[src/rtl/mc_pkg.sv]
// ============================================================================
// mc_pkg: state encodings, instruction field constants and select codes
//         shared by the multi-cycle MIPS control unit.
// Revision: 1.0
// ============================================================================
`default_nettype none

package mc_pkg;

    typedef enum logic [3:0] {
        ST_FETCH   = 4'd0,
        ST_DECODE  = 4'd1,
        ST_MEMADR  = 4'd2,
        ST_MEMRD   = 4'd3,
        ST_MEMWB   = 4'd4,
        ST_MEMWR   = 4'd5,
        ST_EXEC_R  = 4'd6,
        ST_RWB     = 4'd7,
        ST_EXEC_I  = 4'd8,
        ST_IWB     = 4'd9,
        ST_BRANCH  = 4'd10,
        ST_JUMP    = 4'd11,
        ST_JR      = 4'd12,
        ST_ILLEGAL = 4'd13
    } state_t;

    localparam logic [5:0] OP_RTYPE = 6'b000000;
    localparam logic [5:0] OP_LW    = 6'b100011;
    localparam logic [5:0] OP_SW    = 6'b101011;
    localparam logic [5:0] OP_BEQ   = 6'b000100;
    localparam logic [5:0] OP_BNE   = 6'b000101;
    localparam logic [5:0] OP_J     = 6'b000010;
    localparam logic [5:0] OP_ADDI  = 6'b001000;
    localparam logic [5:0] FUNCT_JR = 6'b001000;

    localparam logic [1:0] ALUOP_ADD   = 2'd0;
    localparam logic [1:0] ALUOP_SUB   = 2'd1;
    localparam logic [1:0] ALUOP_FUNCT = 2'd2;

    localparam logic [1:0] SRCB_RT      = 2'd0;
    localparam logic [1:0] SRCB_FOUR    = 2'd1;
    localparam logic [1:0] SRCB_IMM     = 2'd2;
    localparam logic [1:0] SRCB_IMM_SH2 = 2'd3;

    localparam logic [1:0] PCSRC_ALU    = 2'd0;
    localparam logic [1:0] PCSRC_ALUOUT = 2'd1;
    localparam logic [1:0] PCSRC_JUMP   = 2'd2;
    localparam logic [1:0] PCSRC_RS     = 2'd3;

    localparam logic [1:0] REGDST_RT = 2'd0;
    localparam logic [1:0] REGDST_RD = 2'd1;
    localparam logic [1:0] REGDST_RA = 2'd2;

    typedef struct packed {
        logic       pc_write;
        logic       pc_write_cond;
        logic       branch_ne;
        logic       iord;
        logic       mem_read;
        logic       mem_write;
        logic       ir_write;
        logic [1:0] reg_dst;
        logic       mem_to_reg;
        logic       reg_write;
        logic       alu_src_a;
        logic [1:0] alu_src_b;
        logic [1:0] alu_op;
        logic [1:0] pc_source;
        logic       illegal_op;
    } ctrl_t;

endpackage

`default_nettype wire

[src/rtl/mc_output_decode.sv]
// ============================================================================
// mc_output_decode: Moore control decode of the current state; only the
//                   FETCH-phase IR/PC loads depend on mem_ready.
// Revision: 1.0
// ============================================================================
`default_nettype none

module mc_output_decode
    import mc_pkg::*;
(
    input  logic       reset,
    input  state_t     state,
    input  logic       mem_ready,
    input  logic [5:0] opcode,
    output ctrl_t      ctrl
);

    always_comb begin
        ctrl = '0;
        if (!reset) begin
            case (state)
                ST_FETCH: begin
                    ctrl.mem_read  = 1'b1;
                    ctrl.alu_src_b = SRCB_FOUR;
                    ctrl.alu_op    = ALUOP_ADD;
                    ctrl.pc_source = PCSRC_ALU;
                    ctrl.ir_write  = mem_ready;
                    ctrl.pc_write  = mem_ready;
                end
                ST_DECODE: begin
                    ctrl.alu_src_b = SRCB_IMM_SH2;
                    ctrl.alu_op    = ALUOP_ADD;
                end
                ST_MEMADR, ST_EXEC_I: begin
                    ctrl.alu_src_a = 1'b1;
                    ctrl.alu_src_b = SRCB_IMM;
                    ctrl.alu_op    = ALUOP_ADD;
                end
                ST_MEMRD: begin
                    ctrl.mem_read = 1'b1;
                    ctrl.iord     = 1'b1;
                end
                ST_MEMWB: begin
                    ctrl.reg_write  = 1'b1;
                    ctrl.reg_dst    = REGDST_RT;
                    ctrl.mem_to_reg = 1'b1;
                end
                ST_MEMWR: begin
                    ctrl.mem_write = 1'b1;
                    ctrl.iord      = 1'b1;
                end
                ST_EXEC_R: begin
                    ctrl.alu_src_a = 1'b1;
                    ctrl.alu_src_b = SRCB_RT;
                    ctrl.alu_op    = ALUOP_FUNCT;
                end
                ST_RWB: begin
                    ctrl.reg_write = 1'b1;
                    ctrl.reg_dst   = REGDST_RD;
                end
                ST_IWB: begin
                    ctrl.reg_write = 1'b1;
                    ctrl.reg_dst   = REGDST_RT;
                end
                ST_BRANCH: begin
                    ctrl.alu_src_a     = 1'b1;
                    ctrl.alu_src_b     = SRCB_RT;
                    ctrl.alu_op        = ALUOP_SUB;
                    ctrl.pc_write_cond = 1'b1;
                    ctrl.pc_source     = PCSRC_ALUOUT;
                    // Only beq/bne reach here, so this equals the opcode LSB
                    ctrl.branch_ne     = (opcode == OP_BNE);
                end
                ST_JUMP: begin
                    ctrl.pc_write  = 1'b1;
                    ctrl.pc_source = PCSRC_JUMP;
                end
                ST_JR: begin
                    ctrl.pc_write  = 1'b1;
                    ctrl.pc_source = PCSRC_RS;
                end
                ST_ILLEGAL: begin
                    ctrl.illegal_op = 1'b1;
                end
                default: begin
                    ctrl = '0;
                end
            endcase
        end
    end

endmodule

`default_nettype wire

[src/rtl/multicycle_control.sv]
// ============================================================================
// multicycle_control: sequencing FSM for a multi-cycle MIPS datapath sharing
//                     one memory port and one ALU across instruction phases.
// Revision: 1.0
// ============================================================================
`default_nettype none

module multicycle_control
    import mc_pkg::*;
#(
    parameter int OP_W = 6,
    parameter int ST_W = 4
) (
    input  logic            clk,
    input  logic            reset,
    input  logic [OP_W-1:0] opcode,
    input  logic [OP_W-1:0] funct,
    input  logic            mem_ready,
    input  logic            zero,
    output logic            pc_write,
    output logic            pc_write_cond,
    output logic            branch_ne,
    output logic            iord,
    output logic            mem_read,
    output logic            mem_write,
    output logic            ir_write,
    output logic [1:0]      reg_dst,
    output logic            mem_to_reg,
    output logic            reg_write,
    output logic            alu_src_a,
    output logic [1:0]      alu_src_b,
    output logic [1:0]      alu_op,
    output logic [1:0]      pc_source,
    output logic            illegal_op,
    output logic [ST_W-1:0] state
);

    state_t r_state;
    state_t w_next;
    ctrl_t  w_ctrl;
    logic   w_unused_zero;

    // The branch decision is resolved in the PC write-enable logic outside
    assign w_unused_zero = zero;

    always_ff @(posedge clk) begin
        if (reset) begin
            r_state <= ST_FETCH;
        end else begin
            r_state <= w_next;
        end
    end

    always_comb begin
        w_next = ST_FETCH;
        case (r_state)
            ST_FETCH:  w_next = mem_ready ? ST_DECODE : ST_FETCH;
            ST_DECODE: begin
                case (opcode)
                    OP_RTYPE:     w_next = (funct == FUNCT_JR) ? ST_JR : ST_EXEC_R;
                    OP_LW, OP_SW: w_next = ST_MEMADR;
                    OP_BEQ,
                    OP_BNE:       w_next = ST_BRANCH;
                    OP_J:         w_next = ST_JUMP;
                    OP_ADDI:      w_next = ST_EXEC_I;
                    default:      w_next = ST_ILLEGAL;
                endcase
            end
            ST_MEMADR: w_next = (opcode == OP_SW) ? ST_MEMWR : ST_MEMRD;
            ST_MEMRD:  w_next = mem_ready ? ST_MEMWB : ST_MEMRD;
            ST_MEMWR:  w_next = mem_ready ? ST_FETCH : ST_MEMWR;
            ST_EXEC_R: w_next = ST_RWB;
            ST_EXEC_I: w_next = ST_IWB;
            // Writeback, branch/jump, illegal and undefined encodings all end here
            default:   w_next = ST_FETCH;
        endcase
    end

    mc_output_decode u_decode (
        .reset     (reset),
        .state     (r_state),
        .mem_ready (mem_ready),
        .opcode    (opcode),
        .ctrl      (w_ctrl)
    );

    assign pc_write      = w_ctrl.pc_write;
    assign pc_write_cond = w_ctrl.pc_write_cond;
    assign branch_ne     = w_ctrl.branch_ne;
    assign iord          = w_ctrl.iord;
    assign mem_read      = w_ctrl.mem_read;
    assign mem_write     = w_ctrl.mem_write;
    assign ir_write      = w_ctrl.ir_write;
    assign reg_dst       = w_ctrl.reg_dst;
    assign mem_to_reg    = w_ctrl.mem_to_reg;
    assign reg_write     = w_ctrl.reg_write;
    assign alu_src_a     = w_ctrl.alu_src_a;
    assign alu_src_b     = w_ctrl.alu_src_b;
    assign alu_op        = w_ctrl.alu_op;
    assign pc_source     = w_ctrl.pc_source;
    assign illegal_op    = w_ctrl.illegal_op;
    assign state         = r_state;

endmodule

`default_nettype wire
[config.mk]
export PLATFORM = sky130hd
export DESIGN_NAME = multicycle_control
export DESIGN_NICKNAME = d
export VERILOG_FILES = /design/src/rtl/mc_pkg.sv /design/src/rtl/mc_output_decode.sv /design/src/rtl/multicycle_control.sv
export SDC_FILE = /design/constraint.sdc
export NUM_CORES = 1
export LEC_CHECK = 0
export ABC_AREA = 0
export CAP_MARGIN = 20
export CORE_MARGIN = 2
export CORE_UTILIZATION = 41
export CTS_CLUSTER_SIZE = 30
export DETAILED_ROUTE_END_ITERATION = 12
export PLACE_DENSITY = 0.85
export REMOVE_ABC_BUFFERS = 1
export SYNTH_ARGS = -nofsm -noshare
export SYNTH_HDL_FRONTEND = slang
export SYNTH_SLANG_ARGS = --single-unit
[constraint.sdc]
create_clock -name clk -period 2.55 [get_ports clk]
set_input_delay 0.51 -clock clk [delete_from_list [all_inputs] [get_ports clk]]
set_output_delay 0.51 -clock clk [all_outputs]
set_load 0.01 [all_outputs]
==> results.toml <==
[yosys]
seq_area_frac_synth_pct = 11.2
yosys_warnings = 0
async_flop_share_pct = 0
synthFlopType = "dfxtp_1"
ys_ff_latch = 4
synth_cells = 105
syn_area_um2 = 716
synth_edf_count = 0
syn_avg_cell_area_um2 = 6.82
yosysUniqueCellTypes = 45

[flow_run]
maxCapViolCount = 0

[critical_path]
worstSetupPathType = "input port to output pin"
start_kind = "input port"
rrSetupSlack_ns = 1.04
worstPathRequired_ns = 2.04
worst-path-max-fanout = 7
arrival_ns = 1.95
cp-end-kind = "output pin"

[layout]
drive_above_1_share_pct = 21.5
syn_to_final_growth_pct = 64.7
nets = 167
fin_cells = 166
diodes = 0
fin_util_pct = 69.8
largest_reg_flops = 4

[pwr]
power.internal_w = 0.000366
power_density_nw_per_um2 = 562
p_seq_share_pct = 20.8
clkPwrFrac_pct = 11.3
fin_total_pwr_w = 0.000663
leakage_nw = 0.457
ir_drop_mv = 0.398
power.switching_w = 0.000297
combinationalPowerShare_pct = 67.9
swShare_pct = 44.8

[route]
drt_iter0_drc = 36
drtAntennaViolNets = 0
drt_pass1_iterations = 4
wl_per_cell_um = 12.8
vias_per_cell = 5.92
vias = 982
drc = 0
wl_um = 2130

[clock_network]
cts_max_level = 1
cts_tree = "built"
cts_setup_buffers = 0
cts_root_buf = "clkbuf_4"
clockBufferDepth = 2
cts_made_buffers = 3
clock_latency_ns = 0.23
clk_pin_slew_ns = 0.03
cts_sinks = 4

[timing]
rsz0062_at_grt = "no"
max_freq_mhz = 406
hold_viol_final = 0
timing.final.crit_share_pct = 96.6
fin_skew_ns = 0.00398
hold_slack_ns = 0.616
maxSlewViolCount = 0
setup_viol = 0
min_period_ns = 2.46

[global_route]
met3_usage_pct = 2.38
top_usage_layer = "met2"
overflow = 0
grt_max_degree = 17
use_met2_pct = 43.4
grtUsageTotal_pct = 22.5
grt_pass1_wl_um = 3650
use_met1_pct = 27.8
antenna_found_initial = 0
grt_pass1_vias = 864

[place]
portBuffers = 36
gp_congestion = 0.931
dp_cells = 163
hpwl_um = 1720

[die]
die_y_um = 45.8
die_x_um = 45.8
fp.coreArea_um2 = 1690
die-area_um2 = 2100
start_util_pct = 42.4
boundaryPins = 39
rows = 15

[status]
status = "complete, no violations"

[min_path]
min_path_type = "flip-flop to flip-flop"
-- cells in the mapped netlist (3+ instances only) --
master    instances  share of area (%)
xnor2_1           3                3.7
buf_6             3                4.7
clkbuf_1          3                1.6
nor4_1            5                4.4
nor4b_1           3                3.7
o21ai_0           4                2.8
dfxtp_1           4                 11
nand2b_1          4                3.5
a21oi_1           9                6.3
nor2_1           13                6.8
nor3_1            9                6.3
nand2_1           4                2.1
inv_1             5                2.6
-- final cells by class --
cell class                      instances  area, um^2
Multi-Input combinational cell         86         556
Fill cell                             139         510
Timing Repair Buffer                   51         477
Sequential cell                         4        83.8
Clock buffer                            3        22.5
Tap cell                               17        21.3
Inverter                                5        18.8
-- cells in the final DEF (no fill, tap or decap), types with 2 or more instances in the layout --
cell type,synthesis,routed
clkdlybuf4s50_1,0,33
buf_4,2,15
nor2_1,13,13
a21oi_1,9,9
nor3_1,9,8
inv_1,5,5
nor4_1,5,5
nand2b_1,4,4
o21ai_0,4,4
nand2_1,4,4
xnor2_1,3,3
clkbuf_4,0,3
dfxtp_2,0,3
nor4b_1,3,2
and3_1,2,2
o221ai_1,2,2
nand3_1,2,2
dlymetal6s2s_1,0,2
-- worst max-delay path, cell delays in order --
cell and delay [ns]:
dlygate4sd2_1 0.32, or3_4 0.37, nor3b_1 0.19, clkdlybuf4s50_1 0.56
-- cell families (layout without fill, tap and decap cells) --
family                 count (synthesis)  in the layout  synth area share [%]
AO/OA/AOI/OAI                         27             27                  27.1
AND/OR/NAND/NOR                       54             54                  42.7
buffers and inverters                 15             59                  13.6
other                                  1              1                 0.524
flip-flops                             4              4                  11.2
XOR/XNOR                               4              4                  4.90
-- power groups by stage --
| stage | Combinational [W] | Sequential [W] | Clock, W |
|---|---|---|---|
| 3_5_place_dp | 0.000442 | 0.000132 | 0 |
| 5_1_grt | 0.000492 | 0.000143 | 0.0000816 |
| 4_1_cts | 0.000444 | 0.000133 | 0.0000754 |
| 3_3_place_gp | 0.000432 | 0.000130 | 0 |
| 6_report | 0.000450 | 0.000138 | 0.0000749 |
| 2_1_floorplan | 0.000210 | 0.000147 | 0 |
-- path summary, 6_finish.rpt --
path                            cells past startpoint                   to                start
worst max-delay path                                4            alu_op[1]                reset
worst min-delay path                                1  state[2]$_SDFF_PP0_  state[3]$_SDFF_PP0_
worst max register to register                      4  state[2]$_SDFF_PP0_  state[0]$_SDFF_PP0_
worst min register to register                      1  state[2]$_SDFF_PP0_  state[3]$_SDFF_PP0_
-- per-stage QoR --
step	cell area (um^2)	TNS, ns	setup WS (ns)
floorplan	637	0	0.349
detailed placement	1130	-0.946	-0.198
CTS	1160	0	0.00483
global placement	1130	-0.681	-0.158
finish	1180	0	0.0861
global route	1180	0	0.0283
-- what timing repair did --
item	in CTS	in global routing
hold buffers	0	0
setup endpoints to repair	9	9
gates resized for setup	3	7
-- layer usage --
layer	wire length [um]	up-vias
met3	181	4
met2	1060	64
li1	-	479
met4	15	0
met1	875	435
met5	0	-
(Power assumes the default switching activity.)
